`config.mk`:
```
export PLATFORM = sky130hd
export DESIGN_NAME = addsub_accum_seg
export DESIGN_NICKNAME = d
export VERILOG_FILES = /design/src/rtl/addsub_accum_seg.sv
export SDC_FILE = /design/constraint.sdc
export NUM_CORES = 1
export LEC_CHECK = 0
export ABC_AREA = 1
export CAP_MARGIN = 20
export CORE_MARGIN = 5
export CORE_UTILIZATION = 40
export CTS_BUF_LIST = sky130_fd_sc_hd__clkbuf_8
export CTS_CLUSTER_SIZE = 28
export DETAILED_ROUTE_END_ITERATION = 16
export GPL_ROUTABILITY_DRIVEN = 0
export GPL_TIMING_DRIVEN = 0
export PLACE_DENSITY_LB_ADDON = 0.05
export SLEW_MARGIN = 5
export SYNTH_ARGS = -nofsm -noshare
export SYNTH_HDL_FRONTEND = slang
export SYNTH_SLANG_ARGS = --single-unit
```
`constraint.sdc`:
```
create_clock -name clk -period 5.7 [get_ports clk]
set_clock_uncertainty 0.15 [all_clocks]
set_input_delay 1.425 -clock clk [delete_from_list [all_inputs] [get_ports clk]]
set_output_delay 1.425 -clock clk [all_outputs]
set_load 0.01 [all_outputs]
```
`src/rtl/addsub_accum_seg.sv`:
```
// Handshaked add/sub/load/clear accumulator with multiplexed hex 7-segment scanner.
// Latency 2 edges accept->result; in_ready low during EXEC (one op per 2 cycles).
module addsub_accum_seg #(
  parameter  int WIDTH    = 8,
  parameter  int SCAN_DIV = 4,
  localparam int DIGITS   = (WIDTH + 3) / 4
) (
  input  logic              clk,
  input  logic              rst,
  input  logic              in_valid,
  output logic              in_ready,
  input  logic [1:0]        op,
  input  logic [WIDTH-1:0]  operand,
  output logic [WIDTH-1:0]  acc,
  output logic              cout,
  output logic              ovf,
  output logic              done,
  output logic [6:0]        seg,
  output logic [DIGITS-1:0] dig_sel
);

  localparam int CNTW = (SCAN_DIV > 1) ? $clog2(SCAN_DIV) : 1;
  localparam int IDXW = (DIGITS > 1) ? $clog2(DIGITS) : 1;
  localparam logic [CNTW-1:0] CNT_LAST = CNTW'(SCAN_DIV - 1);
  localparam logic [IDXW-1:0] IDX_LAST = IDXW'(DIGITS - 1);

  typedef enum logic [1:0] {
    OP_LOAD  = 2'b00,
    OP_ADD   = 2'b01,
    OP_SUB   = 2'b10,
    OP_CLEAR = 2'b11
  } op_e;

  typedef enum logic {
    S_IDLE = 1'b0,
    S_EXEC = 1'b1
  } state_e;

  typedef struct packed {
    op_e              op;
    logic [WIDTH-1:0] operand;
  } cmd_t;

  state_e           r_state;
  state_e           w_state_nxt;
  logic             w_accept;
  logic             w_retire;
  logic             w_in_ready;
  cmd_t             r_cmd;

  logic [WIDTH-1:0] r_acc;
  logic             r_cout;
  logic             r_ovf;
  logic             r_done;

  logic [WIDTH-1:0] w_b;
  logic             w_cin;
  logic [WIDTH:0]   w_sum;
  logic             w_ovf;

  logic [CNTW-1:0]       r_scan_cnt;
  logic [IDXW-1:0]       r_idx;
  logic                  w_cnt_wrap;
  logic [DIGITS*4-1:0]   w_acc_pad;
  logic [3:0]            w_nib;
  logic [6:0]            r_seg;

  function automatic logic [6:0] hex_glyph(input logic [3:0] n);
    case (n)
      4'h0:    hex_glyph = 7'b1000000;
      4'h1:    hex_glyph = 7'b1111001;
      4'h2:    hex_glyph = 7'b0100100;
      4'h3:    hex_glyph = 7'b0110000;
      4'h4:    hex_glyph = 7'b0011001;
      4'h5:    hex_glyph = 7'b0010010;
      4'h6:    hex_glyph = 7'b0000010;
      4'h7:    hex_glyph = 7'b1111000;
      4'h8:    hex_glyph = 7'b0000000;
      4'h9:    hex_glyph = 7'b0010000;
      4'hA:    hex_glyph = 7'b0001000;
      4'hB:    hex_glyph = 7'b0000011;
      4'hC:    hex_glyph = 7'b1000110;
      4'hD:    hex_glyph = 7'b0100001;
      4'hE:    hex_glyph = 7'b0000110;
      default: hex_glyph = 7'b0001110;
    endcase
  endfunction

  always_ff @(posedge clk) begin
    if (rst) r_state <= S_IDLE;
    else     r_state <= w_state_nxt;
  end

  always_comb begin
    w_state_nxt = r_state;
    w_accept    = 1'b0;
    w_retire    = 1'b0;
    w_in_ready  = 1'b0;
    case (r_state)
      S_IDLE: begin
        w_in_ready = 1'b1;
        if (in_valid) begin
          w_accept    = 1'b1;
          w_state_nxt = S_EXEC;
        end
      end
      S_EXEC: begin
        w_retire    = 1'b1;
        w_state_nxt = S_IDLE;
      end
      default: w_state_nxt = S_IDLE;
    endcase
  end

  always_ff @(posedge clk) begin
    if (rst)           r_cmd <= '0;
    else if (w_accept) r_cmd <= '{op: op_e'(op), operand: operand};
  end

  // SUB is acc + ~operand + 1, so the carry reads as "no borrow"
  assign w_b   = (r_cmd.op == OP_SUB) ? ~r_cmd.operand : r_cmd.operand;
  assign w_cin = (r_cmd.op == OP_SUB);
  assign w_sum = {1'b0, r_acc} + {1'b0, w_b} + {{WIDTH{1'b0}}, w_cin};
  assign w_ovf = (r_acc[WIDTH-1] == w_b[WIDTH-1]) && (w_sum[WIDTH-1] != r_acc[WIDTH-1]);

  always_ff @(posedge clk) begin
    if (rst) begin
      r_acc  <= '0;
      r_cout <= 1'b0;
      r_ovf  <= 1'b0;
      r_done <= 1'b0;
    end else begin
      r_done <= w_retire;
      if (w_retire) begin
        case (r_cmd.op)
          OP_LOAD: begin
            r_acc  <= r_cmd.operand;
            r_cout <= 1'b0;
            r_ovf  <= 1'b0;
          end
          OP_ADD, OP_SUB: begin
            r_acc  <= w_sum[WIDTH-1:0];
            r_cout <= w_sum[WIDTH];
            r_ovf  <= w_ovf;
          end
          default: begin
            r_acc  <= '0;
            r_cout <= 1'b0;
            r_ovf  <= 1'b0;
          end
        endcase
      end
    end
  end

  assign w_cnt_wrap = (r_scan_cnt == CNT_LAST);

  always_ff @(posedge clk) begin
    if (rst) begin
      r_scan_cnt <= '0;
      r_idx      <= '0;
    end else if (w_cnt_wrap) begin
      r_scan_cnt <= '0;
      r_idx      <= (r_idx == IDX_LAST) ? '0 : r_idx + 1'b1;
    end else begin
      r_scan_cnt <= r_scan_cnt + 1'b1;
    end
  end

  // Zero-extend so the top digit's unused nibble bits read as 0
  always_comb begin
    w_acc_pad              = '0;
    w_acc_pad[WIDTH-1:0]   = r_acc;
  end

  assign w_nib = w_acc_pad[int'(r_idx) * 4 +: 4];

  always_ff @(posedge clk) begin
    if (rst) r_seg <= 7'b1000000;
    else     r_seg <= hex_glyph(w_nib);
  end

  assign in_ready = w_in_ready;
  assign acc      = r_acc;
  assign cout     = r_cout;
  assign ovf      = r_ovf;
  assign done     = r_done;
  assign seg      = r_seg;
  assign dig_sel  = DIGITS'(1) << r_idx;

endmodule

```
==> run metrics <==
Compound-Gate Fraction of Synth Area 17.8%; Antenna Cells 0; worst path required time 4.12 ns; setup TNS 0 ns; worst hold path type reg2reg; global-route usage over all layers around 15%; HP Start r_scan_cnt[0]; largest family of logic cells by synthesized area simple AND/OR/NAND/NOR gates; Slew Limit Fails 0; initial antenna violation count 0; hold buffer count at CTS 0; detailed router's first-iteration violation count 87; #FFs+latches synth 32; Worst Setup SP r_state; Clock Tree Buf Depth 2; Synth Area in XOR/XNOR under 10%; syn avg cell area 7.38 µm²; global route overflow 0; Post-DRT Antenna Nets 0; adder-cell share of the synthesized area roughly an eighth; synth unique cells 37; Starting Density 40.6%; DIE AREA 6180 µm²; die width 78.6 µm; row count 25; most frequent cells in the layout nand2_1, clkdlybuf4s50_1, dfxtp_1; DR pass1 iterations 4; crit path kind reg2out; Area growth syn-to-layout 26.9%; post-layout minimum cycle time 3.39 ns; Worst-Margin Slew ~0.48 ns; dpl ws 2.56 ns; warnings from Yosys 0; CP Max Fanout 10; pin count of the biggest net entering global routing 11; syn nets 287; post_cts resized 0; Max Cap Viol 0; Die Ht 78.6 µm; Netlist Area Pre-Place 1880 µm²; worst reg2reg path startpoint r_cmd[8]; Max VDD drop 0.134 mV; status complete, no violations; Final nets roughly 330; WL/cell 12.2 µm; Clk Tree Root Cell clkbuf_8; # setup viols final 0; P_leak 0.00106 µW; number of global-route vias before repair approximately 1600; most common cell after layout, fill and taps aside nand2_1; setup bufs post-CTS 0; Fin. Hold Viols 0; share of layout cells above drive strength 1 9.12%; Final Cycle Share 59.4%; final WL 4.25 mm; CP Data Arrival Time 1.81 ns; global-route wire length before repair 7.47 mm; hold slack 0.279 ns; RSZ-0062 raised after global routing false; simple-gate area share of the yosys netlist 21.6%; Residual DRC 0; clk_lat worst skew ~0.28 ns; Layout Cells excl Fill 350; CTS sink count 32; placed cell count 342; Setup crit end kind output port; CTS tree yes; Setup WS post-layout ~2.3 ns; clock slew at the register clock pins of the worst setup and hold paths about 0.07 ns; highest clock rate 295 MHz; vias per cell 4.90; register area share after synthesis roughly 34%; hpwl dp 3.36 mm; critical path startpoint category flip-flop; port bufs 33; mux cell area share after synthesis 0%; area of the core 4630 µm²; TritonCTS Buffers 5; Tot Pwr 612 µW; Cells after Synth 255; PwrDens 256 nW/µm²; Slew HR about two thirds; Vias 1715; H-tree depth 2; I/O pin cnt 34
==> critical path, stage by stage (launching register included) <==
cell and delay, ns:
dfxtp_1 0.32, inv_1 0.17, buf_1 0.41, clkdlybuf4s50_1 0.63
==> worst paths after layout <==
| path | endpoint | slack (ns) | depth (start not counted) |
|---|---|---|---|
| worst max-delay path | in_ready | 2.31 | 3 |
| worst min-delay path | r_scan_cnt[0] | 0.28 | 1 |
| worst max register to register | acc[6] | 3.33 | 14 |
| worst min register to register | r_scan_cnt[0] | 0.28 | 1 |
==> routing by layer <==
metal / track usage, % / share of wire, % / wire length, µm
met5: 0 / 0 / 0
met4: 6.99 / 1.5 / 63
met1: 20.4 / 49 / 2060
met3: 3.56 / 5.5 / 235
met2: 23.7 / 44 / 1890
==> through the flow <==
| step | area [µm²] | util (%) |
|---|---|---|
| finish | 2390 | 51.6 |
| global route | 2390 | 51.6 |
| CTS | 2390 | 51.6 |
| detailed placement | 2280 | 49.2 |
| global placement | 2280 | 49.2 |
| floorplan | 1880 | - |
==> sequential cells by signal, summed over array words and instances (netlist names) <==
register,count
r_idx,1
r_scan_cnt,2
cout,1
acc,8
r_state,1
ovf,1
r_cmd,10
seg,7
done,1
==> cell families after synthesis <==
kind of cell | count (synthesis)
compound gates | 59
xor+xnor | 10
fa+ha+maj | 19
buf+inv | 38
flops | 32
simple gates | 97
==> synth_stat cells (all sizes together) <==
cell type | count | area, µm²
nand2 | 62 | 248
a31oi | 1 | 6.26
or2 | 2 | 12.5
o22ai | 2 | 12.5
nor2 | 20 | 77.6
nor3 | 3 | 15.0
buf | 7 | 47.6
clkinv | 1 | 3.75
fa | 1 | 20.0
nand3 | 8 | 40.0
xor2 | 8 | 70.1
a211oi | 1 | 7.51
o211ai | 2 | 15.0
nor3b | 1 | 7.51
nand4 | 1 | 6.26
xnor2 | 2 | 17.5
o21ai | 24 | 135
clkbuf | 2 | 7.51
ha | 18 | 225
a21o | 1 | 7.51
o21a | 1 | 8.76
dfxtp | 32 | 641
inv | 28 | 108
a21oi | 26 | 134
a221oi | 1 | 8.76
==> power by group <==
group / internal (µW) / total, µW / switching (µW)
sequential: 240 / 250 / 10.4
combinational: 67.5 / 151 / 83.4
clock: 128 / 211 / 83.0
==> layout make-up <==
| cell class | instances | area (µm²) |
|---|---|---|
| plain buffers | 9 | 55.1 |
| fillers | 488 | 2240 |
| well taps | 54 | 67.6 |
| repair buffers | 33 | 330 |
| clock buffers | 5 | 68.8 |
| clock inverters | 3 | 38.8 |
| multi-input cells | 185 | 1070 |
| flip-flops and latches | 32 | 641 |
| inverters | 29 | 111 |
Power figures use the tool's default switching activity.
